File: config.mk
export PLATFORM = sky130hd
export DESIGN_NAME = cnnip_mem_rd_streamer
export DESIGN_NICKNAME = d
export VERILOG_FILES = /design/src/rtl/cnnip_mem_rd_streamer.sv
export SDC_FILE = /design/constraint.sdc
export NUM_CORES = 1
export LEC_CHECK = 0
export ABC_CLOCK_PERIOD_IN_PS = 7350
export CAP_MARGIN = 20
export CORE_UTILIZATION = 58
export DETAILED_ROUTE_END_ITERATION = 8
export GPL_ROUTABILITY_DRIVEN = 0
export PLACE_DENSITY_LB_ADDON = 0.25
export REMOVE_ABC_BUFFERS = 1
export SLEW_MARGIN = 5
export SYNTH_ARGS = -nofsm -noshare
export SYNTH_HDL_FRONTEND = slang
export SYNTH_SLANG_ARGS = --single-unit
File: constraint.sdc
create_clock -name clk -period 7.35 [get_ports clk]
set_clock_uncertainty 0.15 [all_clocks]
set_input_delay 1.47 -clock clk [delete_from_list [all_inputs] [get_ports clk]]
set_output_delay 1.47 -clock clk [all_outputs]
set_load 0.005 [all_outputs]
File: src/rtl/cnnip_mem_rd_streamer.sv
// rtl/cnnip_mem_rd_streamer.sv - credit-limited burst reader from block memory to a valid/ready word stream
// Issues sequential reads, counts in-flight words and buffers returns in a small FIFO.
module cnnip_mem_rd_streamer #(
  parameter int ADDR_WIDTH = 16,
  parameter int DATA_WIDTH = 32,
  parameter int LEN_WIDTH  = 16,
  parameter int FIFO_DEPTH = 4
) (
  input  logic                              clk,
  input  logic                              rstn,
  input  logic                              start,
  input  logic [ADDR_WIDTH-1:0]             base_addr,
  input  logic [LEN_WIDTH-1:0]              len,
  output logic                              busy,
  output logic                              done,
  output logic                              err,
  output logic                              mem_en,
  output logic [((DATA_WIDTH-1)>>3):0]      mem_we,
  output logic [ADDR_WIDTH-1:0]             mem_addr,
  output logic [DATA_WIDTH-1:0]             mem_din,
  input  logic [DATA_WIDTH-1:0]             mem_dout,
  input  logic                              mem_valid,
  output logic [DATA_WIDTH-1:0]             m_data,
  output logic                              m_valid,
  input  logic                              m_ready
);

  localparam int PTR_W = (FIFO_DEPTH > 1) ? $clog2(FIFO_DEPTH) : 1;
  localparam int CNT_W = PTR_W + 1;

  typedef enum logic [1:0] {IDLE, ISSUE, DRAIN} state_t;

  state_t                 state;
  logic [ADDR_WIDTH-1:0]  base_r;
  logic [LEN_WIDTH-1:0]   len_r;
  logic [LEN_WIDTH-1:0]   issue_cnt;
  logic [CNT_W-1:0]       outstanding;
  logic [CNT_W-1:0]       fifo_count;
  logic [CNT_W-1:0]       fifo_count_nxt;
  logic [CNT_W:0]         inflight;
  logic [PTR_W-1:0]       wr_ptr;
  logic [PTR_W-1:0]       rd_ptr;
  logic [DATA_WIDTH-1:0]  fifo_mem [FIFO_DEPTH];
  logic                   push;
  logic                   pop;
  logic                   err_set;
  logic                   last_issue;

  // Credit covers both buffered words and reads still in the memory pipeline.
  assign inflight   = {1'b0, fifo_count} + {1'b0, outstanding};
  assign mem_en     = (state == ISSUE) && (inflight < (CNT_W+1)'(FIFO_DEPTH));
  assign mem_addr   = base_r + ADDR_WIDTH'(issue_cnt);
  assign mem_we     = '0;
  assign mem_din    = '0;
  assign busy       = (state != IDLE);

  assign m_valid    = (fifo_count != '0);
  assign m_data     = fifo_mem[rd_ptr];

  assign push       = mem_valid && (outstanding != '0);
  assign pop        = m_valid && m_ready;
  assign err_set    = mem_valid && (outstanding == '0) && (state != IDLE);
  assign last_issue = mem_en && (issue_cnt == len_r - LEN_WIDTH'(1));

  assign fifo_count_nxt = fifo_count + CNT_W'(push) - CNT_W'(pop);

  always_ff @(posedge clk or negedge rstn) begin
    if (!rstn) begin
      state       <= IDLE;
      base_r      <= '0;
      len_r       <= '0;
      issue_cnt   <= '0;
      outstanding <= '0;
      fifo_count  <= '0;
      wr_ptr      <= '0;
      rd_ptr      <= '0;
      done        <= 1'b0;
      err         <= 1'b0;
      for (int i = 0; i < FIFO_DEPTH; i++) fifo_mem[i] <= '0;
    end else begin
      done <= 1'b0;
      case (state)
        IDLE: begin
          if (start) begin
            err <= 1'b0;
            if (len != '0) begin
              base_r    <= base_addr;
              len_r     <= len;
              issue_cnt <= '0;
              state     <= ISSUE;
            end else begin
              done <= 1'b0 | 1'b1;
            end
          end
        end
        ISSUE: begin
          if (mem_en) begin
            issue_cnt <= issue_cnt + LEN_WIDTH'(1);
            if (last_issue) state <= DRAIN;
          end
        end
        DRAIN: begin
          // Leave on the edge that pops the final word so done lines up with the stream end.
          if ((outstanding == '0) && (fifo_count_nxt == '0)) begin
            state <= IDLE;
            done  <= 1'b1;
          end
        end
        default: state <= IDLE;
      endcase

      if (err_set) err <= 1'b1;

      case ({mem_en, push})
        2'b10:   outstanding <= outstanding + CNT_W'(1);
        2'b01:   outstanding <= outstanding - CNT_W'(1);
        default: outstanding <= outstanding;
      endcase

      if (push) begin
        fifo_mem[wr_ptr] <= mem_dout;
        wr_ptr           <= wr_ptr + PTR_W'(1);
      end
      if (pop) rd_ptr <= rd_ptr + PTR_W'(1);
      fifo_count <= fifo_count_nxt;
    end
  end

endmodule

# Yosys cells after proc, flatten, opt, wreduce, memory -nomap -nowiden
# Cells that the tools add are included.
totals:
  register_bits: 190
  in_bits: 69
  output_inout_bits: 89
  word_cells: 87
classes:
  add_sub_neg: 10
  n_lt_le_gt_ge: 4
  eq_ne: 10
  mux: 24
  bitwise: 2
  n_reduce_logical: 23
op_table:
  columns: ["cell", "n"]
  rows:
  - ["$bwmux W128", 1]
  - ["$mux W32", 3]
  - ["$bmux W32 S2", 1]
  - ["$demux W32 S2", 1]
  - ["$mux W16", 3]
  - ["$pmux W16 S2", 1]
  - ["$add A16 B1 Y16 const B", 1]
  - ["$add A16 B16 Y16", 1]
  - ["$eq A16 B16 Y1", 1]
  - ["$reduce_bool A16 Y1", 1]
  - ["$sub A16 B1 Y16 const B", 1]
  - ["$mux W2", 5]
  - ["$ne A2 B2 Y1 const B", 5]
  - ["$reduce_bool A2 Y1", 5]
  - ["$logic_and A1 B1 Y1", 8]
  - ["$ge A3 B3 Y1 const B", 2]
  - ["$logic_not A3 Y1", 2]
  - ["$mux W1", 6]
  - ["$not A2 Y3", 2]
  - ["$pmux W2 S3", 1]
  - ["$pmux W3 S2", 1]
  - ["$reduce_bool A3 Y1", 2]
  - ["$reduce_and A5 Y1", 1]
  - ["$add A2 B1 Y2 const B", 2]
  - ["14 further kinds", 16]

# Longest topological paths before layout
depth:
  depth_word: 8
  depth_mapped: 13
  depth_no_buf: 12

# Worst setup path before layout
# No wires, ideal clock.
synth_timing:
  kind: "register -> output"
  startpoint: "register issue_cnt[1]"
  endpoint: "output mem_addr[15]"
  arrival_time_ps: 2060
  required_time_ps: 5730
  setup_slack_ps: 3670
  path_stages_with_launch: 9
  n_path_buf: 0
  path_cell_list: "dfrtp_1 ha_1 a21o_1 a21oi_1 o31ai_1 nand3_1 o31ai_1 nor4_1 a211oi_1"
synth_between:
  elab_chain_cells: 1
synth_lines:
  columns: ["item", "line_no", "text"]
  rows:
  - ["start: declaration", "36", "logic [LEN_WIDTH-1:0] issue_cnt;"]
  - ["start signal: assignment", "98", "issue_cnt <= issue_cnt + LEN_WIDTH'(1);"]
  - ["$add A16 B16 Y16", "52", "assign mem_addr = base_r + ADDR_WIDTH'(issue_cnt);"]
  - ["end: declaration", "19", "output logic [ADDR_WIDTH-1:0] mem_addr,"]
# No other way between the ends.

# Worst setup path after layout
layout_timing:
  startpoint: "register issue_cnt[2]"
  endpoint: "output mem_addr[15]"
# The elaborated chain is that of the path after synthesis.

==> run metrics <==
outcome finished, final reports clean; Seq pwr share a little over a third; worst hold path type reg -> reg; Reg2Reg Depth 12; Avg Vias per Cell 5.64; FFs w/ async S/R, synth 100%; hpwl dp roughly 14 mm; Routed WL per cell roughly 18 um; largest net degree at the start of global routing approximately 70; Clock Tree Buf Depth 2; simple logic cell fraction of the synthesized area 9.96%; reg2reg end state[1]$_DFFE_PN0P_; nets@finish approximately 1,000; internal power 3440 uW; setup violators final 0; EDFF count, synth 0; Die ar. between 15,000 and 20,000 um^2; pre-CTS setup slack ~2700 ps; Max transition margin about 41%; maximum VDD drop between 0.2 and 0.25 mV; DRC Markers 0; Slew Limit Fails 0; P&R area growth vs syn 19.2%; leakage power total roughly 0.0050 uW; Fill cells ~1,100; H-tree Lvls 4; # resized after CTS 0; Req. time, crit path around 5700 ps; Routed WL around 20 mm; clk slew on worst S/H paths around 70 ps; CTS Buf Count 17; CP Max Fanout 8; switching share of power between 30% and 40%; Post-CTS Hold Fix Bufs 0; first-pass GRT wire length 32.4 mm; synth top area cells dfrtp_1 49%, mux2_2 15%, mux4_2 7.5%, nand2_1 4.4%, ha_1 3.4%; Tot GR Track Use between 20% and 30%; Yosys top cell area share between 40% and 50%; FF+latch count, synth 190; multi-input logic area 4540 um^2; Netlist Area Pre-Place roughly 9600 um^2; R2R Setup Slk between 4000 and 5000 ps; # port buffers ~120; multiplexer share of the synthesized area approximately 23%; Iter 0 DRT Violations 357; ratio of cells with drive above 1 in the final layout approximately 23%; TritonCTS clock tree built; first-pass iteration count of the detailed router 5; post-synthesis sequential area ratio about half; Hold Crit Depth 2; max cap viols 0; initial antenna violation count 0; Worst Max-Slew Pin Slew 883 ps; fmax 197 MHz; placed cell areas about 11,000 um^2; Hold Path Origin base_r[7]$_DFFE_PN0P_; pwr dens approximately 450 nW/um^2; Core Rows between 40 and 50; Hold Vio Cnt, Final 0; Netlist cell types 51; Root Driver clkbuf_16; vias 6,446; main combinational cell family by area after synthesis multiplexers; setup ws final between 2000 and 2500 ps; Die X roughly 130 um; Sum Neg Setup Slack 0 ps; Post-synth top cells 190 x dfrtp_1, 129 x mux2_2, 113 x nand2_1, 36 x buf_4, 32 x mux4_2; post-synthesis adder-cell area fraction between 4 and 5%; num ports between 150 and 200; RSZ-0062 raised after global routing no; Synth Area in Compound Gates about 4.6%; Avg Cell Area, Syn roughly 12 um^2; Setup Buffers After CTS 0; Crit path arrival time around 3500 ps; Comb power frac about 47%; CP Launch Type flip-flop; Core ar. approximately 16,000 um^2; Congestion Overflow GR 0; diode count 0; CTS Sinks 190; Critical Path End Type primary output; Setup CP Type reg -> out; Final Cycle Share slightly below 70%; final instance area 11,500 um^2; Mapped Cells between 700 and 800; minimum clock period 5080 ps; RR Startpoint outstanding[1]$_DFFE_PN0P_; yosys warns 0; later-pin clock latency in the skew report about 430 ps; cell with the most instances after synthesis dfrtp_1; top_reg_cell synth dfrtp_1; WHS Endpoint base_r[7]$_DFFE_PN0P_; die height between 100 and 150 um; XOR/XNOR Fraction of Synth Area about 4.5%; Clk network pwr share between 10% and 20%; Post-DRT Antenna Nets 0; P_sw around 1700 uW; storage element area 4760 um^2; via count of the first global-routing pass ~6,700; Initial Util about 60%; Synth area leader dfrtp_1
-- sequential cells by signal, indices dropped and copies added (netlist names) --
signal	cells
err	1
issue_cnt	16
state	2
len_r	16
base_r	16
outstanding	3
fifo_mem	128
done	1
rd_ptr	2
wr_ptr	2
fifo_count	3
-- kinds of logic after synthesis --
family                   count (synthesis)
flip-flops                             190
AND/OR/NAND/NOR                        207
XOR/XNOR                                50
adder cells (fa/ha/maj)                 29
multiplexers                           162
AO/OA/AOI/OAI                           70
buffers and inverters                   89
other                                    1
-- critical path, stage by stage, from the launching register on --
cell and delay [ps]:
dfrtp_1 480, ha_1 380, a21oi_1 130, o31ai_1 490, nand3_1 190, o31ai_1 430
nor4_1 90, a211oi_1 280, clkdlybuf4s50_1 550
-- worst max-delay path by stage --
stage / from / to / depth (start not counted)
2_1_floorplan: rd_ptr[0]$_DFFE_PN0P_ / m_data[0] / 1
3_3_place_gp: issue_cnt[1]$_DFFE_PN0P_ / mem_addr[15] / 9
3_5_place_dp: issue_cnt[2]$_DFFE_PN0P_ / mem_addr[15] / 8
4_1_cts: issue_cnt[2]$_DFFE_PN0P_ / mem_addr[15] / 8
5_1_grt: issue_cnt[2]$_DFFE_PN0P_ / mem_addr[15] / 8
6_report: issue_cnt[2]$_DFFE_PN0P_ / mem_addr[15] / 8
-- cells in the final DEF, fill, tap and decap left out, types with 2 or more instances in the layout --
cell type and count:
conb_1 36, clkdlybuf4s50_1 120, o22ai_1 2, o31a_1 2
o21ai_0 21, nor2_1 28, ha_1 26, or4_1 3
clkinvlp_4 6, nand3_1 11, nor2b_1 6, nand2_2 2
nand2b_1 3, and2_1 2, buf_4 9, mux2_2 129
a21o_1 5, nand2_1 112, clkbuf_16 17, nor3_1 7
dfrtp_1 189, nand4_1 5, clkbuf_8 2, xnor2_1 31
o21a_1 3, or3_1 8, inv_1 21, mux4_2 32
a31oi_1 5, o21ai_1 2, a21oi_1 16, xor2_1 19
nor4_1 8, o31ai_1 4, fa_1 3, and3_1 4
o311ai_0 2, inv_6 4, a211o_1 2
-- per-layer routing --
layer / GRT usage (%) / share of wire [%]
met1: 29.9 / 41
met2: 44.9 / 53
met3: 4.72 / 4.8
met4: 8.72 / 1.9
met5: 0 / 0
-- power groups by stage --
stage	clock [uW]	combinational (uW)	sequential, uW
after floorplan	0	1440	1830
after global placement	0	2320	1840
after detailed placement	0	2400	1900
after CTS	887	2420	1880
after global routing	933	2600	1950
final	871	2390	1880
-- cell type report --
type                       instances  share of cell area (%)
clock buffer                      19                    3.94
multi-input combinational        554                    39.6
tap                              216                    2.35
timing repair buffer             130                    11.1
sequential                       190                    41.4
clock inverter                    13                   0.915
inverter                          21                   0.686
-- per-stage QoR --
step / power (uW) / utilization (%) / hold slack (ps) / instances
global placement: 4170 / 68.1 / 316 / 1111
detailed placement: 4300 / 68.1 / 320 / 1111
floorplan: 3270 / - / 298 / 765
CTS: 5190 / 71.5 / 337 / 1143
finish: 5140 / 71.5 / 334 / 1143
global route: 5480 / 71.5 / 368 / 1143
No activity file was read; power rests on OpenSTA's default activity.
